--- src/rtl/pipe_reg.sv ---
// DEPTH-stage, WIDTH-bit register pipeline with per-stage valid bits, a
// valid/ready handshake with bubble collapse, synchronous flush and occupancy count.
module pipe_reg #(
  parameter int unsigned          WIDTH     = 8,
  parameter int unsigned          DEPTH     = 3,
  parameter logic [WIDTH-1:0]     RESET_VAL = '0,
  parameter int unsigned          CW        = $clog2(DEPTH + 1)
) (
  input  logic             i_CLK,
  input  logic             i_RST_N,
  input  logic             i_FLUSH,
  input  logic [WIDTH-1:0] i_D,
  input  logic             i_VALID,
  output logic             o_READY,
  output logic [WIDTH-1:0] o_Q,
  output logic             o_VALID,
  input  logic             i_READY,
  output logic [CW-1:0]    o_COUNT
);

  generate
    if (DEPTH < 1) begin : g_bad_depth
      $error("pipe_reg: DEPTH must be at least 1");
    end
  endgenerate

  logic [WIDTH-1:0] d    [DEPTH];
  logic [WIDTH-1:0] up_d [DEPTH];
  logic [DEPTH-1:0] v;
  logic [DEPTH-1:0] up_v;
  logic [DEPTH-1:0] rdy;
  logic [CW-1:0]    count;
  logic             in_xfer;
  logic             out_xfer;

  // Ready ripples from the output back to the input; an empty stage always accepts.
  always_comb begin
    logic chain;
    chain = i_READY;
    rdy   = '0;
    for (int unsigned j = 0; j < DEPTH; j++) begin
      chain               = !v[DEPTH-1-j] | chain;
      rdy[DEPTH-1-j]      = chain;
    end
  end

  assign o_READY  = rdy[0] & !i_FLUSH & i_RST_N;
  assign in_xfer  = i_VALID & o_READY;
  assign out_xfer = v[DEPTH-1] & i_READY;

  always_comb begin
    up_v[0] = in_xfer;
    up_d[0] = i_D;
    for (int unsigned k = 1; k < DEPTH; k++) begin
      up_v[k] = v[k-1];
      up_d[k] = d[k-1];
    end
  end

  always_ff @(posedge i_CLK or negedge i_RST_N) begin
    if (!i_RST_N) begin
      v     <= '0;
      count <= '0;
      for (int unsigned k = 0; k < DEPTH; k++) d[k] <= RESET_VAL;
    end else if (i_FLUSH) begin
      v     <= '0;
      count <= '0;
      for (int unsigned k = 0; k < DEPTH; k++) d[k] <= RESET_VAL;
    end else begin
      for (int unsigned k = 0; k < DEPTH; k++) begin
        if (rdy[k]) begin
          v[k] <= up_v[k];
          // A bubble moving in leaves the stale data word in place.
          if (up_v[k]) d[k] <= up_d[k];
        end
      end
      count <= count + CW'(in_xfer) - CW'(out_xfer);
    end
  end

  assign o_Q     = d[DEPTH-1];
  assign o_VALID = v[DEPTH-1];
  assign o_COUNT = count;

endmodule
--- config.mk ---
export PLATFORM = sky130hd
export DESIGN_NAME = pipe_reg
export DESIGN_NICKNAME = d
export VERILOG_FILES = /design/src/rtl/pipe_reg.sv
export SDC_FILE = /design/constraint.sdc
export NUM_CORES = 1
export LEC_CHECK = 0
export BUFFER_PORTS_ARGS = -buffer_cell sky130_fd_sc_hd__buf_2
export CAP_MARGIN = 25
export CELL_PAD_IN_SITES_DETAIL_PLACEMENT = 1
export CELL_PAD_IN_SITES_GLOBAL_PLACEMENT = 1
export CORE_ASPECT_RATIO = 1.25
export CORE_MARGIN = 2
export CORE_UTILIZATION = 40
export CTS_BUF_LIST = sky130_fd_sc_hd__clkbuf_4
export DETAILED_ROUTE_END_ITERATION = 6
export HOLD_SLACK_MARGIN = 0.06
export PLACE_DENSITY_LB_ADDON = 0.1
export SYNTH_ARGS = -nofsm -noshare
export SYNTH_HDL_FRONTEND = slang
export SYNTH_SLANG_ARGS = --single-unit
--- constraint.sdc ---
create_clock -name i_CLK -period 4.2 [get_ports i_CLK]
set_input_delay 0.42 -clock i_CLK [delete_from_list [all_inputs] [get_ports i_CLK]]
set_output_delay 0.42 -clock i_CLK [all_outputs]
set_load 0.1 [all_outputs]
==> flow_summary.html, run 1 <==
<table>
<tr><th>Metric</th><th>Value</th></tr>
<tr><th colspan="2">Status</th></tr>
<tr><td>Run status</td><td>finished, final reports clean</td></tr>
<tr><th colspan="2">Timing</th></tr>
<tr><td>Final-report hold violation count</td><td>0</td></tr>
<tr><td>Achievable Freq</td><td>0.462 GHz</td></tr>
<tr><td>Worst clock skew</td><td>0.00765 ns</td></tr>
<tr><td>Ratio of final minimum period to clock period</td><td>51.6%</td></tr>
<tr><td>Measured slew at the worst slew-check pin</td><td>0.681 ns</td></tr>
<tr><td>Final Max Slew Viols</td><td>0</td></tr>
<tr><td>Unrepaired setup endpoints after global routing</td><td>no</td></tr>
<tr><td>Setup TNS</td><td>0 ns</td></tr>
<tr><td>Final setup viols</td><td>0</td></tr>
<tr><td>Slew margin rel.</td><td>54.6%</td></tr>
<tr><td>Post-layout minimum cycle time</td><td>2.17 ns</td></tr>
<tr><th colspan="2">Hold path</th></tr>
<tr><td>Worst hold-check path type</td><td>primary input to asynchronous set/reset pin</td></tr>
<tr><th colspan="2">Floorplanning</th></tr>
<tr><td>IO Count</td><td>25</td></tr>
<tr><td>Width of the die</td><td>55.1 µm</td></tr>
<tr><td>Initial cell density of the core</td><td>41.3%</td></tr>
<tr><td>Total number of placement rows</td><td>23</td></tr>
<tr><td>Floorplan Core Area</td><td>0.00317 mm²</td></tr>
<tr><td>Die height</td><td>67.9 µm</td></tr>
<tr><td>Area of the die</td><td>0.00374 mm²</td></tr>
<tr><th colspan="2">Route</th></tr>
<tr><td>DRC marker count from the first detailed-route iteration</td><td>5</td></tr>
<tr><td>Total routed wirelength</td><td>2500 µm</td></tr>
<tr><td>Vias/cell</td><td>5.29</td></tr>
<tr><td>Residual DRC count</td><td>0</td></tr>
<tr><td>Average wire length per cell after detail routing</td><td>14.7 µm</td></tr>
<tr><td>Pre-antenna DRT Iters</td><td>4</td></tr>
<tr><td>Residual antenna-violating net count after detailed routing</td><td>0</td></tr>
<tr><td>Total vias in the final route</td><td>900</td></tr>
<tr><th colspan="2">Clock network</th></tr>
<tr><td>Root Buffer</td><td>clkbuf_4</td></tr>
<tr><td>Clock latency at the later pin of the worst-skew pair</td><td>0.33 ns</td></tr>
<tr><td>Number of resized instances in the post-cts repair step</td><td>0</td></tr>
<tr><td>H-tree depth</td><td>2</td></tr>
<tr><td>Clk pin slew, worst setup/hold paths</td><td>0.09 ns</td></tr>
<tr><td>TritonCTS clock tree</td><td>done</td></tr>
<tr><td>Number of hold buffers added after cts</td><td>0</td></tr>
<tr><td>Clk sink count</td><td>29</td></tr>
<tr><td>Postcts setup bufs</td><td>0</td></tr>
<tr><td>Number of CTS-inserted buffers</td><td>5</td></tr>
<tr><td>Maximum buffer depth of the clock tree</td><td>2</td></tr>
<tr><th colspan="2">Logic synthesis</th></tr>
<tr><td>Count of different cell masters after synthesis</td><td>24</td></tr>
<tr><td>Number of instances in the synthesized netlist</td><td>113</td></tr>
<tr><td>Adder and majority cell fraction of the synthesized area</td><td>1.91%</td></tr>
<tr><td>Fraction of synthesized cell area taken by the top area cell type</td><td>55.5%</td></tr>
<tr><td>Synth Area per Inst</td><td>11.6 µm²</td></tr>
<tr><td>Top area cells in the synthesized netlist</td><td>dfrtp_1 (56%), mux2_2 (6.9%), a22o_1 (5.4%), buf_4 (5.2%), nor2b_1 (4.8%)</td></tr>
<tr><td>Fraction of the mapped netlist area in simple logic gates</td><td>14.1%</td></tr>
<tr><td>Fraction of the yosys area taken by sequential cells</td><td>55.5%</td></tr>
<tr><td>Post-synthesis share of cell area spent on xor and xnor gates</td><td>1.34%</td></tr>
<tr><td>Cell taking the most area after synthesis</td><td>dfrtp_1</td></tr>
<tr><td>Post-synthesis compound-gate area fraction</td><td>13.0%</td></tr>
<tr><td>Synthesis-stage register bit count</td><td>29</td></tr>
<tr><td>Net Count, Synth</td><td>128</td></tr>
<tr><td>Multiplexer fraction of the synthesized cell area</td><td>6.89%</td></tr>
<tr><td>Synthesized area</td><td>0.00131 mm²</td></tr>
<tr><td>Number of warning messages in the yosys log</td><td>0</td></tr>
<tr><td>Combinational family with the most area after synthesis</td><td>simple AND/OR/NAND/NOR gates</td></tr>
<tr><th colspan="2">Cells and area</th></tr>
<tr><td>Synth-to-layout area growth</td><td>10.4%</td></tr>
<tr><td>Count of inserted antenna diode cells</td><td>0</td></tr>
<tr><td>Ratio of cells with drive above 1 in the final layout</td><td>30.8%</td></tr>
<tr><td>Final design instance area without fill</td><td>0.00144 mm²</td></tr>
<tr><td># nets final</td><td>147</td></tr>
<tr><td>Fill cell count</td><td>374</td></tr>
<tr><th colspan="2">Worst setup path</th></tr>
<tr><td>Critical path class</td><td>primary input to register</td></tr>
<tr><td>CP Cell Sequence</td><td>buf_2 &gt; nand2_1 &gt; nor3_4 &gt; inv_1 &gt; ha_1 &gt; inv_1 &gt; ha_1 &gt; xnor2_1 &gt; nor2_1</td></tr>
<tr><td>Kind of end point of the critical path</td><td>register</td></tr>
<tr><td>CP peak stage delay</td><td>0.53 ns</td></tr>
<tr><td>Critical-path cell with the highest stage delay</td><td>buf_2</td></tr>
<tr><td>Critical path required time</td><td>4.40 ns</td></tr>
<tr><td>Largest driver fanout on the critical path</td><td>32</td></tr>
<tr><td>Kind of start point of the critical path</td><td>primary input</td></tr>
<tr><td>Arrival time at the worst endpoint</td><td>2.37 ns</td></tr>
<tr><th colspan="2">Placement</th></tr>
<tr><td>Input/output buffers</td><td>24</td></tr>
<tr><td>Placed wire-length estimate after detailed placement</td><td>1790 µm</td></tr>
<tr><td>Placed cell areas</td><td>0.00139 mm²</td></tr>
<tr><td>Placer Congestion</td><td>0.718</td></tr>
<tr><th colspan="2">Global route</th></tr>
<tr><td>Leftover overflow at the end of global routing</td><td>0</td></tr>
<tr><td>Global-route wire length before repair</td><td>4450 µm</td></tr>
<tr><td>Gr usage total</td><td>17.4%</td></tr>
<tr><td>Initial antenna violation count</td><td>0</td></tr>
<tr><td>Maximum number of pins on one net before global-route repair</td><td>33</td></tr>
<tr><td>Vias in the first global route</td><td>926</td></tr>
<tr><th colspan="2">Power and ir drop</th></tr>
<tr><td>Cell leakage power</td><td>0.000715 µW</td></tr>
<tr><td>Power density over the cells</td><td>344 mW/mm²</td></tr>
<tr><td>Highest ir drop seen on vdd</td><td>0.196 mV</td></tr>
<tr><th colspan="2">Flow run</th></tr>
<tr><td>Max-capacitance violation count</td><td>0</td></tr>
</table>
==> cell usage after synthesis (all sizes together) <==
cell / number
nand3b: 1
mux2: 8
nor2: 2
and4b: 1
a22o: 8
buf: 11
clkbuf: 1
nor3: 1
ha: 2
xor2: 1
xnor2: 1
nand2b: 1
a21oi: 12
dfrtp: 29
o21ai: 8
nand3: 8
nand2: 1
nor2b: 10
and2: 1
inv: 4
nor3b: 2
==> critical path: cells and delay by family <==
family                     cells  cell delay [ns]
adders and majority gates      2             0.46
and+or+nand+nor                3             0.65
buffers and inverters          3             0.68
xor gates and xnor gates       1             0.15
==> cell usage in the layout (no fill, tap or decap) <==
master / Yosys / layout
a21oi_1: 12 / 12
a22o_1: 8 / 8
and2_1: 1 / 1
and4b_4: 1 / 1
buf_2: 1 / 24
clkbuf_4: 0 / 5
clkinv_1: 0 / 2
clkinv_2: 0 / 1
dfrtp_1: 29 / 29
ha_1: 2 / 2
inv_1: 4 / 4
mux2_2: 8 / 8
nand2_1: 1 / 1
nand2b_1: 1 / 1
nand3_1: 8 / 8
nand3b_1: 1 / 1
nor2_1: 2 / 2
nor2b_1: 10 / 10
nor3_4: 1 / 1
nor3b_1: 1 / 1
nor3b_2: 1 / 1
o21ai_0: 8 / 8
xnor2_1: 1 / 1
xor2_1: 1 / 1
==> metrics by stage <==
step                total power, µW  hold slack [ns]  setup slack [ns]  std cells  utilization (%)
floorplan                       328            0.124             0.434        113                -
global placement                346            0.466              1.70        162             44.0
detailed placement              348            0.475              1.61        162             44.0
CTS                             507            0.122              1.97        170             45.6
global route                    527            0.152              1.80        170             45.6
finish                          497            0.116              2.03        170             45.6
==> cell families (layout without fill, tap and decap cells) <==
kind of cell | after synthesis | after routing
AO/OA/AOI/OAI | 28 | 28
multiplexers | 8 | 8
XOR/XNOR | 2 | 2
adder cells (fa/ha/maj) | 2 | 2
flip-flops | 29 | 29
AND/OR/NAND/NOR | 28 | 28
buffers and inverters | 16 | 36
==> state kept, by name, summed over array words and instances (netlist names) <==
signal,cells
d,16
o_Q,8
v,3
o_COUNT,2
==> area by class of cell <==
| type | count | area, µm² | share of cell area, % |
|---|---|---|---|
| sequential | 29 | 726 | 50.3 |
| multi-input combinational | 68 | 487 | 33.7 |
| timing repair buffer | 24 | 120 | 8.32 |
| tap | 37 | 46.3 | 3.21 |
| clock buffer | 5 | 37.5 | 2.60 |
| inverter | 4 | 15.0 | 1.04 |
| clock inverter | 3 | 12.5 | 0.867 |
==> report_power, final <==
group / switching, µW / internal, µW / total (µW)
clock: 96.2 / 60.3 / 157
combinational: 34.8 / 15.3 / 50.0
sequential: 4.80 / 286 / 291
==> metal layers <==
layer | GRT usage [%] | up-vias | wire (µm)
li1 | - | 427 | -
met1 | 21.1 | 444 | 1050
met2 | 25.9 | 21 | 1270
met3 | 4.59 | 8 | 101
met4 | 12.8 | 0 | 85
met5 | 0 | - | 0
==> worst paths after layout <==
path                       slack [ns]  cells past startpoint     from    endpoint
hold / removal                   0.12                      1  i_RST_N  o_COUNT[1]
setup / recovery                 2.03                      9  i_RST_N  o_COUNT[1]
max in group asynchronous        3.64                      1  i_RST_N       d[19]
hold reg to reg                  0.49                      1    d[23]       d[15]
min in group i_CLK               0.32                      2   i_D[2]       d[18]
setup reg to reg                 2.08                      8     v[1]  o_COUNT[1]
No activity file was read; power rests on OpenSTA's default activity.
==> run 2, diff against run 1 <==
--- a/config.mk
+++ b/config.mk
@@ -5,13 +5,14 @@
 export SDC_FILE = /design/constraint.sdc
 export NUM_CORES = 1
 export LEC_CHECK = 0
+export ABC_AREA = 1
 export BUFFER_PORTS_ARGS = -buffer_cell sky130_fd_sc_hd__buf_2
 export CAP_MARGIN = 25
 export CELL_PAD_IN_SITES_DETAIL_PLACEMENT = 1
 export CELL_PAD_IN_SITES_GLOBAL_PLACEMENT = 1
 export CORE_ASPECT_RATIO = 1.25
 export CORE_MARGIN = 2
-export CORE_UTILIZATION = 40
+export CORE_UTILIZATION = 38
 export CTS_BUF_LIST = sky130_fd_sc_hd__clkbuf_4
 export DETAILED_ROUTE_END_ITERATION = 6
 export HOLD_SLACK_MARGIN = 0.06
==> constraint.sdc (replaced) <==
create_clock -name i_CLK -period 1.8 [get_ports i_CLK]
set_input_delay 0.18 -clock i_CLK [delete_from_list [all_inputs] [get_ports i_CLK]]
set_output_delay 0.18 -clock i_CLK [all_outputs]
set_load 0.1 [all_outputs]
==> flow_summary.html, run 2 <==
<table>
<tr><th>Metric</th><th>Value</th></tr>
<tr><th colspan="2">Timing</th></tr>
<tr><td>Slew margin rel.</td><td>67.7% (+13 points)</td></tr>
<tr><td>Final Max Slew Viols</td><td>0 (unchanged)</td></tr>
<tr><td>Post-layout minimum cycle time</td><td>1.75 ns</td></tr>
<tr><td>Final-report hold violation count</td><td>0 (unchanged)</td></tr>
<tr><td>Ratio of final minimum period to clock period</td><td>97.2%</td></tr>
<tr><td>Measured slew at the worst slew-check pin</td><td>0.488 ns (-0.193 ns)</td></tr>
<tr><td>Worst clock skew</td><td>0.00798 ns (+0.000330 ns)</td></tr>
<tr><td>Final setup viols</td><td>0 (unchanged)</td></tr>
<tr><td>Achievable Freq</td><td>0.572 GHz</td></tr>
<tr><th colspan="2">Floorplanning</th></tr>
<tr><td>IO Count</td><td>25 (unchanged)</td></tr>
<tr><td>Width of the die</td><td>56.6 µm (+2.6%)</td></tr>
<tr><td>Die height</td><td>69.7 µm (+2.7%)</td></tr>
<tr><td>Initial cell density of the core</td><td>40.4% (-0.90 points)</td></tr>
<tr><td>Area of the die</td><td>0.00395 mm² (+5.4%)</td></tr>
<tr><td>Floorplan Core Area</td><td>0.00325 mm² (+2.7%)</td></tr>
<tr><td>Total number of placement rows</td><td>23 (unchanged)</td></tr>
<tr><th colspan="2">Route</th></tr>
<tr><td>Routed length on met1</td><td>1220 µm (+17%)</td></tr>
<tr><td>DR WL met2</td><td>1380 µm (+8.7%)</td></tr>
<tr><td>Detailed route wirelength on metal3</td><td>110 µm (+8.9%)</td></tr>
<tr><td>Total vias in the final route</td><td>1038 (+15%)</td></tr>
<tr><td>Residual antenna-violating net count after detailed routing</td><td>0 (unchanged)</td></tr>
<tr><td>Uppermost signal routing layer after detailed routing</td><td>met4</td></tr>
<tr><td>DRC marker count from the first detailed-route iteration</td><td>37 (+32)</td></tr>
<tr><td>Pre-antenna DRT Iters</td><td>4 (unchanged)</td></tr>
<tr><td>Total routed wirelength</td><td>2810 µm (+12%)</td></tr>
<tr><td>Vias/cell</td><td>5.01 (-5.3%)</td></tr>
<tr><td>Average wire length per cell after detail routing</td><td>13.6 µm (-8.0%)</td></tr>
<tr><td>Residual DRC count</td><td>0 (unchanged)</td></tr>
<tr><th colspan="2">Cells and area</th></tr>
<tr><td>Synth-to-layout area growth</td><td>19.0%</td></tr>
<tr><td># nets final</td><td>184 (+25%)</td></tr>
<tr><td>Flip-flop count of the largest register, all copies and words added</td><td>16 (unchanged)</td></tr>
<tr><td>Count of inserted antenna diode cells</td><td>0 (unchanged)</td></tr>
<tr><td>Most used cells in the layout excluding fill and tap cells</td><td>nand3_1 (34), dfrtp_1 (28), buf_2 (23), nand2_1 (22), inv_1 (14)</td></tr>
<tr><td>Ratio of cells with drive above 1 in the final layout</td><td>25.9% (-4.9 points)</td></tr>
<tr><td>Post-route non-filler standard cell count</td><td>207 (+22%)</td></tr>
<tr><td>Register bank with the most flops</td><td>d</td></tr>
<tr><td>Most common library cell in the layout ignoring fill and taps</td><td>nand3_1</td></tr>
<tr><th colspan="2">Power and ir drop</th></tr>
<tr><td>Int Pwr</td><td>1010 µW (+180%)</td></tr>
<tr><td>Cell leakage power</td><td>0.000844 µW (+18%)</td></tr>
<tr><td>Relative contribution of combinational cells to total power</td><td>10.0% (about the same)</td></tr>
<tr><td>Switching power of the nets</td><td>338 µW (+150%)</td></tr>
<tr><td>Sequential group share of total power</td><td>50.2% (-8.3 points)</td></tr>
<tr><td>Highest ir drop seen on vdd</td><td>0.544 mV (+180%)</td></tr>
<tr><td>Switching part of the total</td><td>25.1% (-2.2 points)</td></tr>
<tr><td>Clock power share</td><td>39.8% (+8.3 points)</td></tr>
<tr><td>Post-layout power</td><td>1350 µW (+170%)</td></tr>
<tr><td>Power density over the cells</td><td>862 mW/mm² (+150%)</td></tr>
<tr><th colspan="2">Global route</th></tr>
<tr><td>Leftover overflow at the end of global routing</td><td>0 (unchanged)</td></tr>
<tr><td>Initial antenna violation count</td><td>0 (unchanged)</td></tr>
<tr><td>Gr usage total</td><td>16.3% (-1.0 points)</td></tr>
<tr><td>Global-route wire length before repair</td><td>4920 µm (+11%)</td></tr>
<tr><td>Maximum number of pins on one net before global-route repair</td><td>30 (-9.1%)</td></tr>
<tr><td>Vias in the first global route</td><td>1101 (+19%)</td></tr>
<tr><th colspan="2">Logic synthesis</th></tr>
<tr><td>Count of different cell masters after synthesis</td><td>17 (-29%)</td></tr>
<tr><td>Most common cell in the netlist</td><td>nand3_1</td></tr>
<tr><td>Number of synthesized flops with an enable pin</td><td>0 (unchanged)</td></tr>
<tr><td>Synthesis-stage register bit count</td><td>29 (unchanged)</td></tr>
<tr><td>Leading register cell type out of synthesis</td><td>dfrtp_1</td></tr>
<tr><td>Fraction of the yosys area taken by sequential cells</td><td>55.2% (-0.26 points)</td></tr>
<tr><td>Net Count, Synth</td><td>158 (+23%)</td></tr>
<tr><td>Synth Area per Inst</td><td>9.19 µm² (-21%)</td></tr>
<tr><td>List of most frequent post-synthesis cells</td><td>nand3_1 (34), dfrtp_1 (29), nand2_1 (22), inv_1 (15), o21ai_0 (10)</td></tr>
<tr><td>Number of instances in the synthesized netlist</td><td>143 (+27%)</td></tr>
<tr><td>Cell taking the most area after synthesis</td><td>dfrtp_1</td></tr>
<tr><td>Fraction of synthesized cell area taken by the top area cell type</td><td>55.2% (-0.26 points)</td></tr>
<tr><td>Synthesized area</td><td>0.00131 mm² (+0.48%)</td></tr>
<tr><td>Number of warning messages in the yosys log</td><td>0 (unchanged)</td></tr>
<tr><td>Share of flip-flops with an asynchronous set or reset</td><td>100% (unchanged)</td></tr>
<tr><td>Top area cells in the synthesized netlist</td><td>dfrtp_1 (55%), nand3_1 (13%), nand2_1 (6.3%), buf_4 (4.6%), inv_1 (4.3%)</td></tr>
<tr><th colspan="2">Placement</th></tr>
<tr><td>Input/output buffers</td><td>24 (unchanged)</td></tr>
<tr><td>Placed wire-length estimate after detailed placement</td><td>1980 µm (+10%)</td></tr>
<tr><td>Placer Congestion</td><td>0.689 (-4.0%)</td></tr>
<tr><td>Number of cells after detailed placement</td><td>195 (+20%)</td></tr>
<tr><th colspan="2">Clock network</th></tr>
<tr><td>TritonCTS clock tree</td><td>done</td></tr>
<tr><td>Clk pin slew, worst setup/hold paths</td><td>0.09 ns (about the same)</td></tr>
<tr><td>Maximum buffer depth of the clock tree</td><td>2 (unchanged)</td></tr>
<tr><td>Clock latency at the later pin of the worst-skew pair</td><td>0.34 ns (about the same)</td></tr>
<tr><td>Clk sink count</td><td>29 (unchanged)</td></tr>
<tr><td>Number of CTS-inserted buffers</td><td>5 (unchanged)</td></tr>
<tr><td>Root Buffer</td><td>clkbuf_4</td></tr>
<tr><td>H-tree depth</td><td>2 (unchanged)</td></tr>
<tr><th colspan="2">Worst setup path</th></tr>
<tr><td>Critical path class</td><td>register to output pin</td></tr>
<tr><td>Kind of end point of the critical path</td><td>output pin</td></tr>
<tr><td>Critical path required time</td><td>1.62 ns (-2.78 ns)</td></tr>
<tr><td>Arrival time at the worst endpoint</td><td>1.57 ns (-0.80 ns)</td></tr>
<tr><td>Largest driver fanout on the critical path</td><td>10 (-69%)</td></tr>
<tr><td>Kind of start point of the critical path</td><td>register</td></tr>
<tr><th colspan="2">Hold path</th></tr>
<tr><td>Worst hold-check path type</td><td>primary input to register</td></tr>
<tr><th colspan="2">Flow run</th></tr>
<tr><td>Max-capacitance violation count</td><td>0 (unchanged)</td></tr>
<tr><th colspan="2">Status</th></tr>
<tr><td>Run status</td><td>finished, final reports clean</td></tr>
</table>
run 2: cell count changes after synthesis, moves of 2 or more:
| cell | change |
|---|---|
| nor2b_1 | -10 |
| buf_2 | +3 |
| inv_1 | +11 |
| o21ai_0 | +2 |
| nand2_1 | +21 |
| mux2_2 | -8 |
| a22o_1 | -8 |
| a21oi_1 | -11 |
| nand3_1 | +26 |
| nand4_1 | +9 |
run 2: cell type report:
type                       count  area [µm²]
fill                         389        1690
clock inverter                 2        33.8
timing repair buffer          32         201
clock buffer                   6        45.0
sequential                    29         729
tap                           37        46.3
inverter                      16        63.8
multi-input combinational     85         444
run 2: worst max-delay path, cell delays in order, from the launching register on:
cell and delay (ns):
dfrtp_4 0.44, nand4_1 0.20, buf_6 0.22, nand2_1 0.10
clkinvlp_4 0.11, buf_12 0.17
run 2: routing by layer:
metal  GRT usage, %  up-vias
met1           19.4      486
met3           3.36        7
met4           11.1        0
met5              0        -
li1               -      521
met2           26.0       24
run 2: power groups by stage:
stage                     registers, µW  clock network [µW]  logic, µW
final                               677                 537        134
after global routing                678                 572        151
after CTS                           677                 546        135
after detailed placement            690                   0        133
after global placement              689                   0        129
after floorplan                     709                   0       58.8
run 2: through the flow:
step	util (%)	setup slack (ns)	setup TNS [ns]	hold WS [ns]	instance area, µm²
after global routing	48.1	-0.0187	-0.0187	0.0925	1560
after detailed placement	44.6	0.163	0	0.227	1450
after CTS	47.3	0.0347	0	0.0856	1540
final	48.1	0.0504	0	0.0910	1560
after global placement	44.6	0.229	0	0.219	1450
after floorplan	-	0.0688	0	-0.116	1320
run 2: final timing paths:
check,slack (ns),cells past startpoint,end,start
max,0.05,5,o_READY,v[2]
min,0.09,3,d[21],i_D[5]
max reg2reg,0.14,7,o_COUNT[1],v[2]
min reg2reg,0.51,2,o_Q[6],o_Q[6]
max in group asynchronous,1.11,3,v[2],i_RST_N
min in group asynchronous,0.39,3,d[15],i_RST_N
run 2: cell families after synthesis:
| kind of cell | count (synthesis) | synth area share (%) |
|---|---|---|
| AOI/OAI and AO/OA | 11 | 4.19 |
| xor gates and xnor gates | 1 | 0.667 |
| adders and majority gates | 2 | 1.90 |
| buffers and inverters | 29 | 11.0 |
| DFF | 29 | 55.2 |
| and+or+nand+nor | 71 | 27.0 |
run 2: what timing repair did:
item | CTS | global route
hold buffers | 1 | 0
setup endpoints to repair | 0 | 1
setup buffers | 0 | 3
hold endpoints to repair | 29 | 0
resized for setup | 0 | 1
